--- src/rtl/mac_seq.sv ---
// Sequential 4x4-bit unsigned multiply-accumulate engine: takes len operand
// pairs over a valid/ready input, then holds the dot product until it is accepted.
module mac_seq #(
    parameter int LEN_W = 4,
    parameter int ACC_W = 12
) (
    input  logic             clk,
    input  logic             rst,
    input  logic             start,
    input  logic [LEN_W-1:0] len,
    input  logic [3:0]       a_in,
    input  logic [3:0]       b_in,
    input  logic             in_valid,
    output logic             in_ready,
    output logic [ACC_W-1:0] y,
    output logic             y_valid,
    input  logic             y_ready,
    output logic             busy,
    output logic [LEN_W-1:0] count,
    output logic [1:0]       state_dbg
);

    // Handshakes: a pair moves on a rising edge with in_valid && in_ready; the
    // result is offered with y_valid and retired on a rising edge with y_ready.
    // in_ready and y_valid depend on the state register only.
    typedef enum logic [1:0] {
        IDLE  = 2'd0,
        RUN   = 2'd1,
        DRAIN = 2'd2,
        DONE  = 2'd3
    } state_t;

    localparam logic [LEN_W-1:0] CNT_ONE = LEN_W'(1);

    state_t           state_q, state_d;
    logic [LEN_W-1:0] len_q, len_d;
    logic [LEN_W-1:0] count_q, count_d;
    logic [ACC_W-1:0] acc_q, acc_d;
    logic [3:0]       op_a_q, op_a_d;
    logic [3:0]       op_b_q, op_b_d;
    logic             stage_v_q, stage_v_d;
    logic [7:0]       prod;
    logic [LEN_W-1:0] count_inc;

    assign prod      = op_a_q * op_b_q;
    assign count_inc = count_q + CNT_ONE;

    always_comb begin
        state_d   = state_q;
        len_d     = len_q;
        count_d   = count_q;
        acc_d     = acc_q;
        op_a_d    = op_a_q;
        op_b_d    = op_b_q;
        stage_v_d = 1'b0;

        // Second pipeline stage: fold in the product captured one edge earlier.
        if (stage_v_q) begin
            acc_d = acc_q + ACC_W'(prod);
        end

        case (state_q)
            IDLE: begin
                if (start) begin
                    len_d   = len;
                    count_d = '0;
                    acc_d   = '0;
                    state_d = (len != '0) ? RUN : DONE;
                end
            end
            RUN: begin
                if (in_valid) begin
                    op_a_d    = a_in;
                    op_b_d    = b_in;
                    stage_v_d = 1'b1;
                    count_d   = count_inc;
                    if (count_inc == len_q) begin
                        state_d = DRAIN;
                    end
                end
            end
            DRAIN: begin
                state_d = DONE;
            end
            DONE: begin
                // A start seen together with y_ready is dropped on purpose.
                if (y_ready) begin
                    state_d = IDLE;
                end
            end
            default: begin
                state_d = IDLE;
            end
        endcase
    end

    always_ff @(posedge clk or posedge rst) begin
        if (rst) begin
            state_q   <= IDLE;
            len_q     <= '0;
            count_q   <= '0;
            acc_q     <= '0;
            op_a_q    <= '0;
            op_b_q    <= '0;
            stage_v_q <= 1'b0;
        end else begin
            state_q   <= state_d;
            len_q     <= len_d;
            count_q   <= count_d;
            acc_q     <= acc_d;
            op_a_q    <= op_a_d;
            op_b_q    <= op_b_d;
            stage_v_q <= stage_v_d;
        end
    end

    assign in_ready  = (state_q == RUN);
    assign y_valid   = (state_q == DONE);
    assign busy      = (state_q != IDLE);
    assign y         = acc_q;
    assign count     = count_q;
    assign state_dbg = state_q;

endmodule

--- config.mk ---
export PLATFORM = sky130hd
export DESIGN_NAME = mac_seq
export DESIGN_NICKNAME = d
export VERILOG_FILES = /design/src/rtl/mac_seq.sv
export SDC_FILE = /design/constraint.sdc
export NUM_CORES = 1
export LEC_CHECK = 0
export ABC_AREA = 0
export ABC_CLOCK_PERIOD_IN_PS = 3500
export CORE_ASPECT_RATIO = 0.8
export CORE_UTILIZATION = 48
export DETAILED_ROUTE_END_ITERATION = 10
export GPL_TIMING_DRIVEN = 0
export PLACE_DENSITY = 0.76
export SLEW_MARGIN = 20
export SYNTH_ARGS = -nofsm -noshare
export SYNTH_HDL_FRONTEND = slang
export SYNTH_SLANG_ARGS = --single-unit
export TNS_END_PERCENT = 100
--- constraint.sdc ---
create_clock -name clk -period 3.5 [get_ports clk]
set_input_delay 0.7 -clock clk [delete_from_list [all_inputs] [get_ports clk]]
set_output_delay 0.7 -clock clk [all_outputs]
set_load 0.05 [all_outputs]
* Word-level counts from Yosys, hierarchy flattened
Index checks and enable logic that the tools add are counted.
** Word-level totals
- Bits in registers :: 31
- Word-level logic and storage cells :: 40
- Input bits :: 17
** Operators by class
- Multiply operators :: 1
- Multiplexer cells :: 14
- Add/sub/neg operators :: 2
- Equality and inequality tests :: 8
- Reductions and logical operators :: 8
** Operators by type and width (count)
- 12-bit 2-to-1 mux :: 3
- 12-bit by 8-bit adder with 12-bit output :: 1
- 2-bit 2-to-1 mux :: 5
- 4-bit by 4-bit multiplier with 8-bit output :: 1
- 4-bit 2-to-1 mux :: 2
- 2-bit one-hot mux with 4 select lines :: 1
- 4-bit one-hot mux with 2 select lines :: 1
- 4-bit by 1-bit adder with 4-bit output, second input constant :: 1
- 2-bit == test, second input constant :: 2
- 4-bit == test :: 1
- 2-bit by 1-bit inequality test with 1-bit output, second input constant :: 2
- 2-bit inequality test, second input constant :: 2
- 2-bit AND reduction :: 2
- 4-bit AND reduction :: 1
- 2-bit nonzero test :: 2
- 4-bit nonzero test :: 1
- 3-bit AND reduction :: 1
- 2-bit by 1-bit == test with 1-bit output, second input constant :: 1
- 2-bit logical NOT :: 1
- 1-bit 2-to-1 mux :: 2

* Longest topological paths before layout
- Depth after elaboration :: 5
- Mapped depth :: 13
- Depth with buffers taken out :: 13

* Worst setup path after synthesis
OpenSTA, ideal clock, no wires.
- Kind :: reg2reg
- From :: reg op_a_q[0]
- To :: reg acc_q[11], in the netlist y[11]
- Data arrival time :: 3267 ps
- Path slack :: 153 ps
- Period minus slack after synthesis :: 3347 ps
- Stages on the path, launching flop included :: 12
- Required time :: 3421 ps
- Path through :: dfrtp_1 nand2_1 fa_1 fa_1 fa_1 inv_1 ha_1 a21o_1 and4_4 o211a_1 o2111ai_2 mux2i_1
** On the way
- Longest elaborated chain between the ends :: 5
** RTL lines
- start, declared :: line 39 : logic [3:0] op_a_q, op_a_d;
- start signal, assigned :: line 111 : op_a_q <= op_a_d;
- 4-bit by 4-bit multiplier with 8-bit output (*) :: line 45 : assign prod = op_a_q * op_b_q;
- 12-bit by 8-bit adder with 12-bit output (*) :: line 59 : acc_d = acc_q + ACC_W'(prod);
- 12-bit 2-to-1 mux (*) :: line 58 : if (stage_v_q) begin
- 12-bit 2-to-1 mux :: line 64 : if (start) begin
- 12-bit 2-to-1 mux (*) :: line 62 : case (state_q)
- named net acc_d[11] :: line 38 : logic [ACC_W-1:0] acc_q, acc_d;
- end signal, assigned :: line 102 : acc_q <= '0;
- end signal, assigned :: line 110 : acc_q <= acc_d;
- end, declared :: line 38
The timed path passes the listed nets; every way through them passes the cells marked *.
A chain may end at the register's enable or synchronous reset.

* Worst setup path after layout
- From :: reg op_b_q[3]
- To :: reg acc_q[11], in the netlist y[11]
** On the way
- Longest elaborated chain between the ends :: 5
** RTL lines
- start, declared :: line 40 : logic [3:0] op_b_q, op_b_d;
- start signal, assigned :: line 112 : op_b_q <= op_b_d;
- 4-bit by 4-bit multiplier with 8-bit output (*) :: line 45
- 12-bit by 8-bit adder with 12-bit output (*) :: line 59
- 12-bit 2-to-1 mux (*) :: line 58
- 12-bit 2-to-1 mux :: line 64
- 12-bit 2-to-1 mux (*) :: line 62
- named net acc_d[11] :: line 38
Marks and branches as above.

==> out/results.ini <==
[logic_synthesis]
synth_flop_cell=dfrtp_1
synthMuxAreaShare_pct=7.93
synth_area_um2=2270
yosys.area_share.adder_pct=21.1
ys_ff_latch=31
synth_top_area_share_pct=34.1
netlist_instances=228
synth_edf_count=0
syn_area_per_cell_um2=9.97
synthSimpleGateAreaFrac_pct=15.3
ys_warn_count=0
synth_compound_area_share_pct=11.0
yosysUniqueCellTypes=42
synth_top_family_by_area=adder cells
yosysTopAreaCell=dfrtp_1
syn-num-nets=278
synth_xor_area_share_pct=4.63
synth.top_cells.by_area=dfrtp_1 (34%), ha_1 (13%), fa_1 (7.9%), inv_1 (4.8%), nand2_1 (4.6%)
async_flop_share_pct=100
synth.yosys.seq_area_share_pct=34.1

[drt]
first_pass_iters=4
ant_nets=0
wirelength_um=4660
post-route-drc-count=0
viasPerCell=5.28
drt_iter0_drc=42
routed-via-count=1764
wl_per_cell_um=14.0

[worst_hold_path]
min_path_type=reg -> reg

[sta]
max_freq_mhz=298
hold_viol_final=0
relSlewSlack_pct=54.9
skew_ps=5.18
period_share_pct=96.0
slew_violations=0
fin_ws_ps=139
layout_min_cycle_time_ps=3360
hold_slack_ps=500
setup_viol=0
tightest_slew_ps=676

[critical_path]
crit_chain=buf_4, and2_1, fa_1, ha_1, inv_1, fa_1, inv_1, ha_4, a21oi_4, o21bai_1, o211a_4, o2111ai_4, mux2i_1
slowest_delay_ps=510
cp_slowest_cell=fa_1
cp.required_ps=3700
startpoint_type=register
cp-end-kind=register
critPathKind=reg -> reg
crit_fanout=5
cp.arrival_ps=3560

[die]
ios=38
dieWidth_um=78.9
core.rowCount=21
start_util_pct=52.1
fp.dieH_um=63.5
core_um2=4360
dieArea_um2=5010

[placed_design]
dp_slack_ps=-27.7
dp_hpwl_um=3420
place.port_buffers=36
gp_congestion=0.854
postPlaceCellArea_um2=2700

[final_layout]
area_delta_synth_final_pct=27.8
final_util_pct=66.6
nNetsFinal=326
multi_input_area_um2=1440
nFillCells=385
fin_area_um2=2900
antenna-diode-count=0
drive_above_1_share_pct=13.0
seq_area_um2=776

[flow_run]
drv_cap=0

[grt]
use_met2_pct=29.5
antenna_found_initial=0
grt_most_used_layer=met1
grt_max_degree=32
met3_usage_pct=3.48
use_met1_pct=29.9
grt_pass1_vias=1649
grt_first_pass_wirelength_um=7690
grt_overflow_total=0
grt_util_all_layers_pct=19.9

[cts]
cts_buffers=5
tritoncts=built
clockBufferDepth=2
clk_pin_slew_worst_paths_ps=70
ctsHtreeMaxLevel=2
worstSkewPairLatency_ps=280
hold_buffers=0
cts.sinks=31
cts-root-buf=clkbuf_8

[outcome]
status=finished, final reports clean

[metrics by stage]
step	TNS, ps	instances
floorplan	0	228
global placement	-10.9	321
detailed placement	-50.2	321
CTS	0	334
global route	-10.4	334
finish	0	334
[flip-flops by register name, summed over array words and instances (netlist names)]
signal	cells
op_a_q	4
op_b_q	4
stage_v_q	1
y	12
state_dbg	2
len_q	4
count	4
[synthesized netlist by cell type (2+ instances only)]
library cell	n
o21bai_1	2
a22o_1	2
a21oi_1	3
nor2_1	9
o21ai_1	5
inv_1	29
clkbuf_1	2
nand2_1	28
xnor2_1	7
mux2_2	8
and2_1	13
or3_1	3
o21ai_0	5
ha_1	24
fa_1	9
nand2b_1	3
dfrtp_1	31
a21o_1	4
nand3_1	6
mux2i_1	9
xor2_1	5
[kinds of logic (layout without fill, tap and decap cells)]
| kind of cell | after synthesis | count (layout) |
|---|---|---|
| simple gates | 69 | 69 |
| fa+ha+maj | 33 | 33 |
| compound gates | 33 | 33 |
| buf+inv | 33 | 82 |
| flops | 31 | 31 |
| mux | 17 | 17 |
| xor+xnor | 12 | 12 |
[cell type report]
cell class	count	share of cell area, %
multi-input combinational	164	49.7
tap	57	2.46
buffer	4	0.905
inverter	29	3.75
sequential	31	26.7
clock inverter	1	0.172
timing repair buffer	41	13.7
clock buffer	7	2.63
[worst max-delay path: cells and delay by family, from the launching register on]
| kind | cells | cell delay, ps |
|---|---|---|
| flip-flops | 1 | 400 |
| AO/OA/AOI/OAI | 4 | 770 |
| AND/OR/NAND/NOR | 1 | 170 |
| adder cells (fa/ha/maj) | 4 | 1510 |
| multiplexers | 1 | 190 |
| buffers and inverters | 3 | 270 |
[what timing repair did]
action / in CTS / in global routing
gates cloned: 0 / 0
setup buffers: 5 / 0
pin swaps: 0 / 9
setup endpoints to repair: 2 / 4
gates resized for setup: 1 / 10
hold endpoints to repair: 0 / 0
[final timing paths]
check | start | end | slack (ps) | cells after the start
hold reg to reg | len_q[3] | len_q[3] | 500 | 2
hold / removal | len_q[3] | len_q[3] | 500 | 2
min in group asynchronous | rst | y[1] | 840 | 2
max in group asynchronous | rst | y[7] | 2220 | 2
setup / recovery | op_b_q[3] | y[11] | 140 | 13
setup reg to reg | op_b_q[3] | y[11] | 140 | 13
[routing by layer]
metal,wire length (µm),up-vias
met5,0,-
met4,41,0
met3,176,4
met2,2080,40
met1,2360,857
li1,-,863
[cell usage in the layout, fill, tap and decap left out, drive strengths merged, types with 2 or more instances in the layout]
cell type      netlist  final
nand2b               4      4
or3                  3      3
inv                 29     29
buf                  1      6
a22o                 2      2
clkbuf               3     10
a21o                 4      4
xnor2                7      7
mux2i                9      9
o21ai               10     10
dfrtp               31     31
xor2                 5      5
and2                13     13
nand2               28     28
nand3                7      7
o21bai               2      2
nor2                 9      9
and4                 2      2
mux2                 8      8
a21oi                4      4
fa                   9      9
clkdlybuf4s50        0     36
ha                  24     24
Power is left out: the tool's default activity adds up to more than one toggle a clock period on the data nets, which glitch-free logic cannot reach.
